**config.mk**
```make
export PLATFORM = sky130hd
export DESIGN_NAME = instr_fetch_queue_flat
export DESIGN_NICKNAME = d
export VERILOG_FILES = /design/src/rtl/instr_fetch_queue_if.sv /design/src/rtl/instr_fetch_queue.sv /design/src/flat_wrapper.sv
export SDC_FILE = /design/constraint.sdc
export NUM_CORES = 1
export LEC_CHECK = 0
export CAP_MARGIN = 20
export CORE_MARGIN = 5
export CORE_UTILIZATION = 30
export DETAILED_ROUTE_END_ITERATION = 8
export GPL_TIMING_DRIVEN = 0
export PLACE_DENSITY = 0.48
export SYNTH_ARGS = -nofsm -noshare
export SYNTH_HDL_FRONTEND = slang
export SYNTH_SLANG_ARGS = --single-unit
```
**constraint.sdc**
```tcl
create_clock -name clk -period 5.1 [get_ports clk]
set_input_delay 1.02 -clock clk [delete_from_list [all_inputs] [get_ports clk]]
set_output_delay 1.02 -clock clk [all_outputs]
set_load 0.01 [all_outputs]
```
**src/rtl/instr_fetch_queue_if.sv**
```systemverilog
// Bus bundles for instr_fetch_queue: the instruction-memory read port (req/ack)
// and the instruction port to the datapath (valid/ready).

// Memory read handshake: req/addr are held from the cycle req rises until the
// cycle ack=1; ack may be given in the same cycle req rises, and rdata is only
// meaningful while ack=1. The instruction port moves one word on every cycle
// with valid=1 and ready=1.
interface ifq_imem_if #(
    parameter int ADDR_W = 16
);
    logic              req;
    logic [ADDR_W-1:0] addr;
    logic              ack;
    logic [15:0]       rdata;

    modport master (output req, output addr, input ack, input rdata);
    modport slave  (input req, input addr, output ack, output rdata);
endinterface

interface ifq_instr_if #(
    parameter int ADDR_W = 16
);
    logic              valid;
    logic [15:0]       instr;
    logic [ADDR_W-1:0] pc;
    logic              ready;

    modport master (output valid, output instr, output pc, input ready);
    modport slave  (input valid, input instr, input pc, output ready);
endinterface

```
**src/rtl/instr_fetch_queue.sv**
```systemverilog
// Fetch stage: owns the fetch PC, reads instruction memory with one outstanding
// request and buffers words in a prefetch FIFO. Optional feature: IFQ_BYPASS_EN.
module instr_fetch_queue #(
    parameter int                DEPTH    = 4,
    parameter int                ADDR_W   = 16,
    parameter logic [ADDR_W-1:0] RESET_PC = '0
) (
    input  logic                   clk,
    input  logic                   reset,
    ifq_imem_if.master             imem,
    ifq_instr_if.master            fetch,
    input  logic                   redirect,
    input  logic [ADDR_W-1:0]      redirect_pc,
    output logic [$clog2(DEPTH):0] level,
    output logic [1:0]             state_dbg
);

    localparam int                PTR_W   = $clog2(DEPTH);
    localparam int                LVL_W   = PTR_W + 1;
    localparam logic [LVL_W-1:0]  DEPTH_L = LVL_W'(DEPTH);
    localparam logic [ADDR_W-1:0] PC_STEP = ADDR_W'(2);

    typedef enum logic [1:0] {
        IDLE    = 2'd0,
        WAIT    = 2'd1,
        DISCARD = 2'd2
    } state_t;

    state_t            state, state_nxt;
    logic [ADDR_W-1:0] fetch_pc, fetch_pc_nxt;
    logic [ADDR_W-1:0] discard_addr, discard_addr_nxt;
    logic [LVL_W-1:0]  count, count_nxt;
    logic [PTR_W-1:0]  wr_ptr, rd_ptr;

    logic [15:0]       word_mem [DEPTH];
    logic [ADDR_W-1:0] pc_mem   [DEPTH];

    logic              fifo_empty;
    logic              ack_ok;
    logic              word_ok;
    logic              bypass_take;
    logic              push;
    logic              pop;
    logic              credit_after;
    logic [ADDR_W-1:0] target_pc;

    assign fifo_empty = (count == '0);
    assign target_pc  = redirect_pc & ~ADDR_W'(1);
    assign level      = count;
    assign state_dbg  = state;

    // In IDLE the request is raised combinationally so a zero-wait memory can
    // answer in the same cycle; a same-cycle redirect suppresses it instead.
    always_comb begin
        imem.req = 1'b0;
        unique case (state)
            IDLE:          imem.req = reset && !redirect && (count < DEPTH_L);
            WAIT, DISCARD: imem.req = reset;
            default:       imem.req = 1'b0;
        endcase
    end

    assign imem.addr = (state == DISCARD) ? discard_addr : fetch_pc;

    assign ack_ok  = imem.ack && imem.req;
    assign word_ok = ack_ok && (state != DISCARD) && !redirect;

`ifdef IFQ_BYPASS_EN
    assign bypass_take = word_ok && fifo_empty && fetch.ready;
`else
    assign bypass_take = 1'b0;
`endif

    assign push = word_ok && !bypass_take;
    assign pop  = !fifo_empty && fetch.ready && !redirect;

    always_comb begin
        count_nxt = count + LVL_W'(push) - LVL_W'(pop);
        if (redirect) begin
            count_nxt = '0;
        end
    end

    // Credit for a back-to-back request is judged on next cycle's occupancy.
    assign credit_after = (count_nxt < DEPTH_L);

    always_comb begin
        state_nxt        = state;
        fetch_pc_nxt     = fetch_pc;
        discard_addr_nxt = discard_addr;
        unique case (state)
            IDLE, WAIT: begin
                if (redirect) begin
                    fetch_pc_nxt = target_pc;
                    if (imem.req && !ack_ok) begin
                        discard_addr_nxt = fetch_pc;
                        state_nxt        = DISCARD;
                    end else begin
                        state_nxt = IDLE;
                    end
                end else if (ack_ok) begin
                    fetch_pc_nxt = fetch_pc + PC_STEP;
                    state_nxt    = credit_after ? WAIT : IDLE;
                end else if (imem.req) begin
                    state_nxt = WAIT;
                end
            end
            DISCARD: begin
                if (redirect) begin
                    fetch_pc_nxt = target_pc;
                end
                if (ack_ok) begin
                    state_nxt = IDLE;
                end
            end
            default: state_nxt = IDLE;
        endcase
    end

    always_ff @(posedge clk or negedge reset) begin
        if (!reset) begin
            state        <= IDLE;
            fetch_pc     <= RESET_PC;
            discard_addr <= RESET_PC;
            count        <= '0;
            wr_ptr       <= '0;
            rd_ptr       <= '0;
        end else begin
            state        <= state_nxt;
            fetch_pc     <= fetch_pc_nxt;
            discard_addr <= discard_addr_nxt;
            count        <= count_nxt;
            if (redirect) begin
                wr_ptr <= '0;
                rd_ptr <= '0;
            end else begin
                wr_ptr <= wr_ptr + PTR_W'(push);
                rd_ptr <= rd_ptr + PTR_W'(pop);
            end
        end
    end

    // Storage needs no reset: entries are only read while count says they are live.
    always_ff @(posedge clk) begin
        if (push) begin
            word_mem[wr_ptr] <= imem.rdata;
            pc_mem[wr_ptr]   <= fetch_pc;
        end
    end

    always_comb begin
        fetch.valid = !fifo_empty;
        fetch.instr = '0;
        fetch.pc    = '0;
        if (!fifo_empty) begin
            fetch.instr = word_mem[rd_ptr];
            fetch.pc    = pc_mem[rd_ptr];
        end
        if (bypass_take) begin
            fetch.valid = 1'b1;
            fetch.instr = imem.rdata;
            fetch.pc    = fetch_pc;
        end
    end

endmodule
```
**src/flat_wrapper.sv**
```systemverilog
// flat-port wrapper written by rule: the top's interface ports become plain ports
module instr_fetch_queue_flat 
#(
    parameter int                DEPTH    = 4,
    parameter int                ADDR_W   = 16,
    parameter logic [ADDR_W-1:0] RESET_PC = '0
)
  (clk, reset, redirect, redirect_pc, level, state_dbg, imem_req, imem_addr, imem_ack, imem_rdata, fetch_valid, fetch_instr, fetch_pc, fetch_ready);
  ifq_imem_if #(.ADDR_W(ADDR_W)) imem_i ();
  ifq_instr_if #(.ADDR_W(ADDR_W)) fetch_i ();
  input  logic clk;
  input  logic reset;
  input  logic redirect;
  input  logic [ADDR_W-1:0] redirect_pc;
  output logic [$clog2(DEPTH):0] level;
  output logic [1:0] state_dbg;
  output wire logic [$bits(imem_i.req)-1:0] imem_req;
  output wire logic [$bits(imem_i.addr)-1:0] imem_addr;
  input wire logic [$bits(imem_i.ack)-1:0] imem_ack;
  input wire logic [$bits(imem_i.rdata)-1:0] imem_rdata;
  output wire logic [$bits(fetch_i.valid)-1:0] fetch_valid;
  output wire logic [$bits(fetch_i.instr)-1:0] fetch_instr;
  output wire logic [$bits(fetch_i.pc)-1:0] fetch_pc;
  input wire logic [$bits(fetch_i.ready)-1:0] fetch_ready;
  assign imem_req = imem_i.req;
  assign imem_addr = imem_i.addr;
  assign imem_i.ack = imem_ack;
  assign imem_i.rdata = imem_rdata;
  assign fetch_valid = fetch_i.valid;
  assign fetch_instr = fetch_i.instr;
  assign fetch_pc = fetch_i.pc;
  assign fetch_i.ready = fetch_ready;
  instr_fetch_queue #(.DEPTH(DEPTH), .ADDR_W(ADDR_W), .RESET_PC(RESET_PC)) u_core (.clk(clk), .reset(reset), .imem(imem_i), .fetch(fetch_i), .redirect(redirect), .redirect_pc(redirect_pc), .level(level), .state_dbg(state_dbg));
endmodule
```
======== Yosys cells after proc, flatten, opt, wreduce, memory -nomap -nowiden ========
Memories as Yosys holds them, arrays and structs flattened.
Cells that the tools add are included.
cells by class
  $add $sub $neg .......................... 5
  magnitude comparators ................... 2
  equal/unequal tests ..................... 7
  muxes and demuxes ....................... 20
  reductions and logical operators ........ 19
operators by type and width
  operator                                                               number
  16-bit two-way mux                                                     6
  16-bit case mux with 2 select lines                                    1
  16-bit by 2-bit adder with 16-bit output, second input constant        1
  2-bit two-way mux                                                      7
  1-bit logical AND                                                      8
  3-bit less-than comparator, second input constant                      2
  3-bit AND reduction                                                    2
  2-bit by 1-bit adder with 2-bit output                                 2
  2-bit != test, second input constant                                   2
  4-bit by 2-bit != test with 1-bit output, second input constant        1
  2-bit case mux with 2 select lines                                     1
  2-bit OR reduction                                                     2
  3-bit by 1-bit adder with 3-bit output                                 1
  1-bit logical NOT                                                      3
  3-bit logical NOT                                                      1
  1-bit two-way mux                                                      3
  3-bit two-way mux                                                      1
  3-bit by 2-bit != test with 1-bit output, second input constant        1
  3-bit by 1-bit subtractor with 3-bit output                            1
  2-bit by 1-bit equality test with 1-bit output, second input constant  1
  2-bit equality test, second input constant                             1
  2-bit logical NOT                                                      1
  2-bit by 1-bit != test with 1-bit output, second input constant        1
  1-bit case mux with 2 select lines                                     1
  other kinds (2)                                                        2
storage, ports and cells
  register bits ........................... 41
  RAM bits ................................ 128
  input bits .............................. 37
  output and inout port bits .............. 55
  logic and storage cells ................. 61
  memories ................................ 2
memories
  memory           depth  width  rd ports  clocked after Yosys merged registers in  write ports  line                     RTL
  u_core.pc_mem    4      16     1         0                                        1            instr_fetch_queue.sv:36  logic [ADDR_W-1:0] pc_mem [DEPTH];
  u_core.word_mem  4      16     1         0                                        1            instr_fetch_queue.sv:35  logic [15:0] word_mem [DEPTH];

======== Longest topological paths before layout ========
  depth after elaboration ................. 15
  gate-level depth with buffers ........... 13
  gate-level depth less buffers ........... 13

======== Worst setup path after synthesis ========
No wires, ideal clock.
  kind .................................... input -> register
  from .................................... input port redirect
  to ...................................... memory u_core.pc_mem[1][10], enable pin
  setup time .............................. 0.464 ns
  arrival ................................. 4.050 ns
  required time ........................... 4.636 ns
  slack ................................... 0.585 ns
  stages .................................. 5
  path buffers ............................ 1
  path through ............................ buf_6 -> nor3b_2 -> o211a_4 -> nand3_1 -> nor3b_1
on the way
  word-level cells in the longest chain between the ends .. 9
RTL lines
  what                                     line                      RTL
  start, declared                          flat_wrapper.sv:13        input logic redirect;
  1-bit logical NOT                        instr_fetch_queue.sv:57   IDLE: imem.req = reset && !redirect && (count < DEPTH_L);
  1-bit logical AND (2 in a row)           instr_fetch_queue.sv:57
  1-bit case mux with 2 select lines       instr_fetch_queue.sv:56   unique case (state)
  net imem_req                             flat_wrapper.sv:17        output wire logic [$bits(imem_i.req)-1:0] imem_req;
  1-bit logical AND                        instr_fetch_queue.sv:65   assign ack_ok = imem.ack && imem.req;
  1-bit logical AND (2 in a row)           instr_fetch_queue.sv:66   assign word_ok = ack_ok && (state != DISCARD) && !redirect;
  1-bit two-way mux                        instr_fetch_queue.sv:145  if (push) begin
  1-bit two-way mux (implied by the code)  instr_fetch_queue.sv:147  pc_mem[wr_ptr] <= fetch_pc;
  end, declared                            instr_fetch_queue.sv:36
The timed path passes the listed nets, and every way through them passes these cells.

======== Worst setup path after layout ========
  from .................................... register u_core.state[0], in the netlist u_core.state_dbg[0]
  to ...................................... output port imem_addr[2]
on the way
  word-level cells in the longest chain between the ends .. 2
RTL lines
  what                    line                      RTL
  start, declared         instr_fetch_queue.sv:29   state_t state, state_nxt;
  start signal, assigned  instr_fetch_queue.sv:129  state <= state_nxt;
  2-bit equality test     instr_fetch_queue.sv:63   assign imem.addr = (state == DISCARD) ? discard_addr : fetch_pc;
  16-bit two-way mux      instr_fetch_queue.sv:63
  end, declared           flat_wrapper.sv:18        output wire logic [$bits(imem_i.addr)-1:0] imem_addr;
Every way passes these cells.

==> impl.org <==
** Status
- The flow ran to the end, and the final reports show no timing, DRC or antenna violations.

** Routing
- Summed over all layers, the routed wires come to 16.0 mm.
- Routed wire per std cell :: 18.1 um
- Before antenna repair, the detailed router went through 5 iterations.
- Vias per std cell :: 4.65
- Remaining design rule violation count :: 0
- Total via count after detailed routing :: 4105
- The detailed router finished its first iteration with between 200 and 300 violations.
- Remaining antenna violation count :: 0

** STA
- Least-Margin Pin Slew :: 822 ps
- Setup WS post-layout :: 1140 ps
- Final max-slew violation count :: 0
- Headroom to the max-slew limit came out at approximately 45%.
- Worst clock skew :: 8.91 ps
- The final hold violation count came to 0.
- The worst path uses 77.6% of the clock period.
- Setup violations remaining at the end of the flow were counted as 0.
- The clock period could shrink to 3960 ps.
- Maximum clock frequency :: ~250 MHz
- Setup repair after global routing missed its margin :: no

** Floorplanning
- For this configuration, the core starts out at a cell density of 30.1%.
- For this design the top-level I/O count stands at between 90 and 100.
- Die Width :: ~160 um
- Overall die area :: approximately 27000 um^2
- In this run the standard cell core region covers 23300 um^2.
- The floorplan step set the die height to 163 um.
- The initialized floorplan defines 56 standard-cell rows.

** Logic synthesis
- Simple-gate portion of the synthesized area :: 8.14%
- After synthesis, the netlist uses 42 different library cells.
- Sequential elements use 67.1% of the synthesized area.
- Post-Synthesis Mean Instance Area :: 16.3 um^2
- Number of standard cells after synthesis :: 429
- Of the post-synthesis cell area, the part taken by muxes is 15.6%.
- Area of the mapped netlist :: 7010 um^2
- Share of the synthesized netlist area taken by xor and xnor gates :: 0.500%
- By area, the combinational part of the netlist is dominated by multiplexers.
- During synthesis, Yosys emitted a total of 0 warnings.
- Of all flip-flops after synthesis, the portion carrying an async set or reset was 23.9%.
- The synthesized netlist devotes 4.52% of its cell area to compound gates.
- Summed over its instances, the top area cell type makes up 53.1% of the synthesized netlist area.
- Of the total synthesized cell area, the portion taken by full adders, half adders and majority gates is 1.89%.
- Most area-hungry cell type in the Yosys netlist :: edfxtp_1
- By area the synthesized netlist is led by edfxtp_1 (53%), dfrtp_1 (14%), mux4_2 (10%).
- The synthesized design contains between 100 and 150 enable-type register cells.
- The most used flip-flop cell after synthesis is edfxtp_1.
- Number of synthesized register bits :: between 150 and 200

** CTS
- # resized after CTS :: 0
- The tree is rooted in a clkbuf_16.
- TritonCTS created 17 clock buffers.
- Clk slew on worst S/H paths :: 70 ps
- Max Buffers Root-to-Sink :: 2
- Clock net sink count :: 163
- Count of buffers added by post-CTS timing repair for setup :: 0
- The clock reaches the later pin of the worst-skew pair after about 420 ps.
- TritonCTS built the clock tree.
- After clock tree synthesis, the flow added hold-fix buffers numbering 0.
- The H-tree was split into 4 levels.

** Worst setup path
- Endpoint type of the worst setup path :: output pin
- Instance count on the critical path :: 6
- Across all register-to-register paths, the minimum setup slack is 1950 ps.
- Max stage delay cell, worst path :: clkdlybuf4s50_1
- Category of the worst setup path launch point :: register
- For the worst flop-to-flop path, the logic depth is 12.
- On the worst path, the slowest cell contributes a delay of 490 ps.
- Critical register-to-register path endpoint :: u_core.state_dbg[0]$_DFFE_PN0P_
- CP required :: approximately 4100 ps
- In this run the worst path has a maximum fanout of 10.
- Counting both buffers and inverters, the worst setup path holds a total of 4.
- Broken down by cell family, the worst path's largest delay share belongs to buffers and inverters.
- The setup path with the least slack is of type register to output pin.
- For the worst setup path, the data arrival time is 2940 ps.
- Critical path cell sequence :: inv_1 -> ha_1 -> clkbuf_1 -> buf_2 -> mux2_2 -> clkdlybuf4s50_1
- In this run the critical register-to-register path is launched from u_core.level[2]$_DFF_PN0_.

** Placement
- Pre-CTS worst setup slack :: ~1500 ps
- HPWL Detailed :: 11.5 mm
- At the end of routability-driven placement, the weighted congestion stood at roughly 0.77.
- Count of port buffers added during placement :: 87

** Final layout
- Leaving out fill and tap cells, the most frequent cell in the layout is edfxtp_1.
- For this run, the post-layout net count is 597.
- Most frequent cells in the layout :: edfxtp_1 (124), clkdlybuf4s50_1 (86), dfrtp_1 (39)
- Fraction of layout instances using a drive strength above 1 :: a little under a quarter
- Once layout is complete, the utilization of the core stands at about 39%.
- The number of antenna diodes in the final layout is 0.
- Area overhead of the layout relative to synthesis :: 28.7%

** Job
- Max-cap violations in this run came to 0.

** Min path
- Hold WC Path Type :: register to register
- Origin of the worst min-delay path :: u_core.discard_addr[12]$_DFFE_PN0P_
- Along the worst hold path, the cell count comes to 1.
- The worst hold path terminates at u_core.discard_addr[12]$_DFFE_PN0P_.

** Power
- P per Cell Area :: between 500 and 600 nW/um^2
- Worst vdd rail ir drop :: 0.246 mV
- P_leak :: approximately 3.1 nW

** Global routing
- The initial antenna violation count was 0.
- The via count of the first global-routing pass came to 4444.
- In the global route stage, overall resource usage came out at 12.7%.
- Maximum number of pins on one net before global-route repair :: 26
- Global-route congestion overflow total :: 0
- Wire length of the first global-routing pass :: 25.3 mm
cell families after synthesis:
kind of cell             Yosys count
other                              1
AO/OA/AOI/OAI                     56
buffers and inverters             34
AND/OR/NAND/NOR                   98
multiplexers                      63
adder cells (fa/ha/maj)           10
XOR/XNOR                           4
flip-flops                       163
flip-flops by register name, indices dropped and copies added, names as in the netlist:
register,count
u_core.fetch_pc,15
u_core.word_mem,64
u_core.state_dbg,2
u_core.discard_addr,15
u_core.rd_ptr,2
u_core.wr_ptr,2
u_core.pc_mem,60
u_core.level,3
worst max-delay path by stage:
| stage | endpoint | slack (ps) | startpoint |
|---|---|---|---|
| after floorplan | u_core.pc_mem[1][10]$_DFFE_PP_ | 590 | redirect |
| after global placement | u_core.word_mem[1][11]$_DFFE_PP_ | -3610 | reset |
| after detailed placement | u_core.word_mem[1][11]$_DFFE_PP_ | 1460 | reset |
| after CTS | imem_addr[2] | 1060 | u_core.state_dbg[0]$_DFFE_PN0P_ |
| after global routing | imem_addr[3] | 970 | u_core.state_dbg[0]$_DFFE_PN0P_ |
| final | imem_addr[2] | 1140 | u_core.state_dbg[0]$_DFFE_PN0P_ |
per-layer routing:
metal	global-route usage, %	wire, um	up-vias
met3	3.47	742	13
met1	16.2	7160	2090
met2	21.2	7880	110
met5	0	0	-
li1	-	-	1892
met4	3.58	184	0
layout make-up:
cell class | instances | area (um^2)
Clock buffer | 18 | 429
Clock inverter | 14 | 118
Timing Repair Buffer | 101 | 1050
Multi-Input combinational cell | 233 | 2170
Tap cell | 319 | 399
Inverter | 9 | 33.8
Buffer | 25 | 126
Fill cell | 2219 | 14200
Sequential cell | 163 | 4700
where the power goes:
group	internal (W)	switching (W)
clock network	0.000638	0.000563
logic	0.000830	0.000725
registers	0.00166	0.000219
Yosys cell counts, drive strengths merged (3+ instances only):
library cell	n
a21oi	27
and3	6
buf	14
clkbuf	11
dfrtp	39
edfxtp	124
ha	9
inv	9
mux2	30
mux4	31
nand2	15
nand3	10
nand4	6
nor2	10
nor2b	35
nor3	4
nor3b	3
o21ai	15
o22ai	6
xnor2	3
stage by stage:
stage / TNS, ps / hold WS (ps) / area, um^2 / instances / power (W)
final: 0 / 505 / 9020 / 882 / 0.00464
after global routing: 0 / 521 / 9020 / 882 / 0.00492
after CTS: 0 / 508 / 9020 / 882 / 0.00472
after detailed placement: 0 / 488 / 8480 / 850 / 0.00350
after global placement: -337830 / 484 / 8280 / 836 / 0.00346
after floorplan: 0 / 471 / 7010 / 430 / 0.00269
(Power assumes the default switching activity.)
